## src/rtl/pipe_buffer.sv

```systemverilog
// pipe_buffer: DEPTH-entry circular buffer stage with valid/ready handshakes and flush.
// Defining PIPE_BUFFER_BYPASS_EN adds a zero-latency path from input to output while empty.
module pipe_buffer #(
   parameter int WIDTH = 32,
   parameter int DEPTH = 4
) (
   input  logic                         clk,
   input  logic                         reset,
   input  logic                         flush,
   input  logic                         valid_in,
   output logic                         ready_in,
   input  logic [WIDTH-1:0]             data_in,
   output logic                         valid_out,
   input  logic                         ready_out,
   output logic [WIDTH-1:0]             data_out,
   output logic [$clog2(DEPTH+1)-1:0]   count
);
   localparam int PW = $clog2(DEPTH);
   localparam int CW = $clog2(DEPTH+1);

   logic [WIDTH-1:0] mem_q [DEPTH];
   logic [PW-1:0]    rd_ptr_q, rd_ptr_d;
   logic [PW-1:0]    wr_ptr_q, wr_ptr_d;
   logic [CW-1:0]    count_q, count_d;
   logic             enq_s;
   logic             deq_s;
   logic             bypass_s;

   assign ready_in = (count_q < CW'(DEPTH)) && !flush;
   assign count    = count_q;

`ifdef PIPE_BUFFER_BYPASS_EN
   assign bypass_s = (count_q == CW'(0)) && !flush;

   // Output select: live input while empty, otherwise the head entry
   always_comb begin
      if (bypass_s) begin
         valid_out = valid_in;
         data_out  = data_in;
      end else begin
         valid_out = (count_q != CW'(0)) && !flush;
         data_out  = mem_q[rd_ptr_q];
      end
   end
`else
   assign bypass_s  = 1'b0;
   assign valid_out = (count_q != CW'(0)) && !flush;
   assign data_out  = mem_q[rd_ptr_q];
`endif

   // A beat taken straight through the bypass is never written into storage
   assign enq_s = valid_in && ready_in && !(bypass_s && ready_out);
   assign deq_s = valid_out && ready_out && (count_q != CW'(0));

   // Pointer and occupancy next-state
   always_comb begin
      rd_ptr_d = rd_ptr_q;
      wr_ptr_d = wr_ptr_q;
      count_d  = count_q;
      if (enq_s) begin
         wr_ptr_d = wr_ptr_q + PW'(1);
      end else begin
         wr_ptr_d = wr_ptr_q;
      end
      if (deq_s) begin
         rd_ptr_d = rd_ptr_q + PW'(1);
      end else begin
         rd_ptr_d = rd_ptr_q;
      end
      case ({enq_s, deq_s})
         2'b10:   count_d = count_q + CW'(1);
         2'b01:   count_d = count_q - CW'(1);
         default: count_d = count_q;
      endcase
   end

   // State update: reset beats flush, flush beats any handshake
   always_ff @(posedge clk) begin
      if (reset) begin
         rd_ptr_q <= '0;
         wr_ptr_q <= '0;
         count_q  <= '0;
         for (int i = 0; i < DEPTH; i++) begin
            mem_q[i] <= '0;
         end
      end else if (flush) begin
         rd_ptr_q <= '0;
         wr_ptr_q <= '0;
         count_q  <= '0;
      end else begin
         rd_ptr_q <= rd_ptr_d;
         wr_ptr_q <= wr_ptr_d;
         count_q  <= count_d;
         if (enq_s) begin
            mem_q[wr_ptr_q] <= data_in;
         end
      end
   end

endmodule

```

## config.mk

```make
export PLATFORM = sky130hd
export DESIGN_NAME = pipe_buffer
export DESIGN_NICKNAME = d
export VERILOG_FILES = /design/src/rtl/pipe_buffer.sv
export SDC_FILE = /design/constraint.sdc
export NUM_CORES = 1
export LEC_CHECK = 0
export ABC_AREA = 1
export BUFFER_PORTS_ARGS = -buffer_cell sky130_fd_sc_hd__buf_2
export CORE_ASPECT_RATIO = 2
export CORE_UTILIZATION = 62
export DETAILED_ROUTE_END_ITERATION = 10
export GPL_TIMING_DRIVEN = 0
export PLACE_DENSITY = 0.89
export SYNTH_ARGS = -nofsm -noshare
export SYNTH_HDL_FRONTEND = slang
export SYNTH_SLANG_ARGS = --single-unit
```

## constraint.sdc

```tcl
create_clock -name clk -period 7.5 [get_ports clk]
set_input_delay 1.125 -clock clk [delete_from_list [all_inputs] [get_ports clk]]
set_output_delay 1.125 -clock clk [all_outputs]
set_load 0.005 [all_outputs]
```

# After elaboration in Yosys (flattened, before gate mapping)
# Memories as Yosys holds them, arrays and structs flattened. A register that Yosys moved wholly into a read port is not among the register bits.
# Cells that the tools add are included.
# op_classes
add_sub_neg	4
n_lt_le_gt_ge	1
eq_ne	2
muxes	12
n_reduce_logical	10
# ops
op	count
two-way mux 32 bit	1
OR reduction 32 bit	1
two-way mux 1 bit	7
two-way mux 2 bit	3
case mux 3 bit (2 select lines)	1
logical AND 1 bit	5
adder 2 x 1 -> 2 bit (second input constant)	2
adder 3 x 1 -> 3 bit (second input constant)	1
< comparator 3 bit (second input constant)	1
nonzero test 3 bit	1
subtractor 3 x 1 -> 3 bit (second input constant)	1
equality test 2 x 1 -> 1 bit (second input constant)	1
equality test 2 bit (second input constant)	1
nonzero test 2 bit	1
OR reduction 2 bit	1
logical NOT 1 bit	1
# totals
ff_bits	7
ramBits	128
input_bits	37
output_inout_bits	37
word_cells	33
mem_count	1
# mem_list
memory	depth	word_bits	read_ports	rd_ports_with_merged_regs	write_ports	line	text
mem_q	4	32	1	1	4	21	logic [WIDTH-1:0] mem_q [DEPTH];

# Depth between registers and ports, before layout
# logic_depth
word_depth	9
depth_mapped	12
ltp_nobuf	12

# Least setup slack after synthesis
# No wires, ideal clock.
# synth_timing
path_kind	input to register
start	input flush
end	memory mem_q[2][0] (enable)
setup_time_ns	0.466
t_arrival_ns	3.647
required_time_ns	7.034
slack_ns	3.388
path_stages	3
n_path_buf	0
cell_sequence	nor2_4 -> nand2_4 -> o21ai_0
# synth_lines
item	line	text
start: declaration	9	input logic flush,
end: declaration	21	

==> flow_metrics.tcl <==
set metrics [dict create \
    power_w 0.001857 \
    diodes 0 \
    synth_top_cell_area_share 0.6399 \
    antenna_found_initial 0 \
    syn_area_per_cell_um2 10.92 \
    grt_max_degree 33 \
    synth_async_sr_flop_share 0 \
    rows 50 \
    fillers 573 \
    die_area_um2 10110 \
    relSlewSlack 0.3877 \
    rsz0062_at_grt "false" \
    yosysUniqueCellTypes 25 \
    start_kind "flop" \
    core_um2 9384 \
    path_clk_slew_ns 0.06 \
    drc 0 \
    ys.flop_type "edfxtp_1" \
    start_util 0.6401 \
    dp.cells 729 \
    synth-edff-count 128 \
    dp_hpwl_mm 9.208 \
    grt.overflow.total 0 \
    critPathRequiredTime_ns 6.38 \
    drive_gt1_frac 0.2374 \
    ir_drop_mv 0.1952 \
    post_cts_buffers 0 \
    finalSetupViolations 0 \
    synth_common_cells "nor2_1, edfxtp_1, o21ai_0, inv_1, nand2_1" \
    worst-setup-path-type "flop to output port" \
    finalNonFillerCells 761 \
    globalplace.congestion 0.8158 \
    worstPathMaxFanout 10 \
    fin_crit_sh 0.4234 \
    wire_per_inst_um 19.50 \
    fmax_ghz 0.3149 \
    nets 683 \
    dieWidth_um 71.60 \
    die_y_um 141.2 \
    grtUsageTotal 0.3112 \
    yosys.cell_count.top_type "nor2_1" \
    grt_pass1_wl_mm 22.91 \
    synth-seq-cells 137 \
    fin_setup_tns_ns 0 \
    finalCoreUtilization 0.7668 \
    whs_ns 0.5229 \
    synth.area.top_cells "edfxtp_1, nor2_1, o21ai_0" \
    dr_total_vias 4600 \
    drtIter0Drc 505 \
    hold_viol 0 \
    p_leak_nw 3.020 \
    yosys_warnings 0 \
    clkLatencyLatePin_ns 0.42 \
    cts-buffers-inserted 17 \
    power_per_cell_area_nw_per_um2 258.1 \
    ios 74 \
    status "finished clean" \
    worst_pin_slew_ns 0.9152 \
    io_buffers 73 \
    hold_buffers 0 \
    min_path_type "flop to flop" \
    min_period_ns 3.176 \
    synth_area_um2 6007 \
    cap_viol_max_count 0 \
    critPathArrivalTime_ns 2.05 \
    cts_tree "yes" \
    clockRootBuffer "clkbuf_16" \
    htree_levels 4 \
    drv_slew 0 \
    finClkSkew_ns 0.005020 \
    ys_seq_area_frac 0.6699 \
    avgViaCountPerCell 6.045 \
    cts_resized 0 \
    area_growth_pct 19.79 \
    cp-end-kind "output port" \
    ant_nets 0 \
    clock_path_buffers 2 \
    cts_sinks 137 \
    yosysTopAreaCell "edfxtp_1" \
    drt_wl_total_mm 14.84 \
    drt_pre_antenna_iters 5 \
    syn_nets 589 \
    first_global_vias 4668 \
    synth_cells 550 \
]
## power breakdown
part | switching [W] | internal [W] | total [W]
Combinational | 0.0000645 | 0.0000320 | 0.0000965
Sequential | 0.0000101 | 0.000867 | 0.000877
Clock | 0.000326 | 0.000557 | 0.000883
Total | 0.000401 | 0.00146 | 0.00186
## through the flow
step	worst slack [ns]	instance area [µm²]
2_1_floorplan	3.388	6007
3_3_place_gp	1.919	6502
3_5_place_dp	4.401	6570
4_1_cts	4.351	7196
5_1_grt	4.255	7196
6_report	4.324	7196
## metal layers
metal / GRT usage / wire, µm
met2: 0.5521 / 8289
met1: 0.3367 / 4827
met3: 0.06147 / 1139
met5: 0 / 0
met4: 0.1796 / 580
## state kept, by name, indices dropped and copies added, names as in the netlist, named ones only
name / cells
mem_q: 128
count: 3
rd_ptr_q: 2
wr_ptr_q: 2
## worst paths after layout
path                                                   end  slack [ns]                      from  cells after the start
worst max-delay path                          data_out[21]        4.32                      flop                      6
worst min-delay path              rd_ptr_q[1]$_SDFFE_PP0P_        0.52  rd_ptr_q[1]$_SDFFE_PP0P_                      2
worst max register to register  mem_q[0][16]$_SDFFCE_PN0P_        5.24     count[2]$_SDFFE_PP0P_                      6
worst min register to register    rd_ptr_q[1]$_SDFFE_PP0P_        0.52  rd_ptr_q[1]$_SDFFE_PP0P_                      2
## logic make-up (layout without fill, tap and decap cells)
group | Yosys count | after routing | share of synthesized area
buffers and inverters | 80 | 187 | 0.05998
AOI/OAI and AO/OA | 107 | 107 | 0.09581
DFF | 137 | 137 | 0.6699
adders and majority gates | 2 | 2 | 0.005415
and+or+nand+nor | 224 | 224 | 0.1689
## cells in the final DEF, fill, tap and decap left out
cell and count:
clkinvlp_4 3, o21ai_0 63, o21ai_1 3, buf_6 5, or2_2 1, nor2_1 150
inv_2 1, inv_1 48, nor2_4 1, o22ai_1 32, fa_1 1, ha_1 1
buf_2 78, nor2_2 19, nor2_8 1, clkbuf_16 17, bufinv_16 4, nand3_4 1
nand2_2 2, inv_6 2, nand3_1 1, clkinv_4 3, clkinv_1 1, nand2_4 11
o21ai_4 2, clkbuf_1 16, nand2_1 36, edfxtp_1 128, clkinv_2 2, buf_12 3
nand4_1 1, a21oi_1 7, buf_1 4, dfxtp_1 9
## worst max-delay path, stage by stage (launching register included)
cell	delay, ns
dfxtp_1	0.32
buf_2	0.18
inv_2	0.16
clkbuf_1	0.41
o21ai_0	0.15
o22ai_1	0.24
buf_2	0.17
## area by class of cell
| type | instances | area (µm²) | area share |
|---|---|---|---|
| multi-input combinational | 333 | 1650 | 0.2294 |
| sequential | 137 | 4024 | 0.5592 |
| clock inverter | 15 | 200.2 | 0.02782 |
| tap | 104 | 130.1 | 0.01808 |
| timing repair buffer | 75 | 405.4 | 0.05634 |
| inverter | 49 | 183.9 | 0.02556 |
| buffer | 31 | 176.4 | 0.02452 |
| clock buffer | 17 | 425.4 | 0.05912 |
Power figures use the tool's default switching activity.
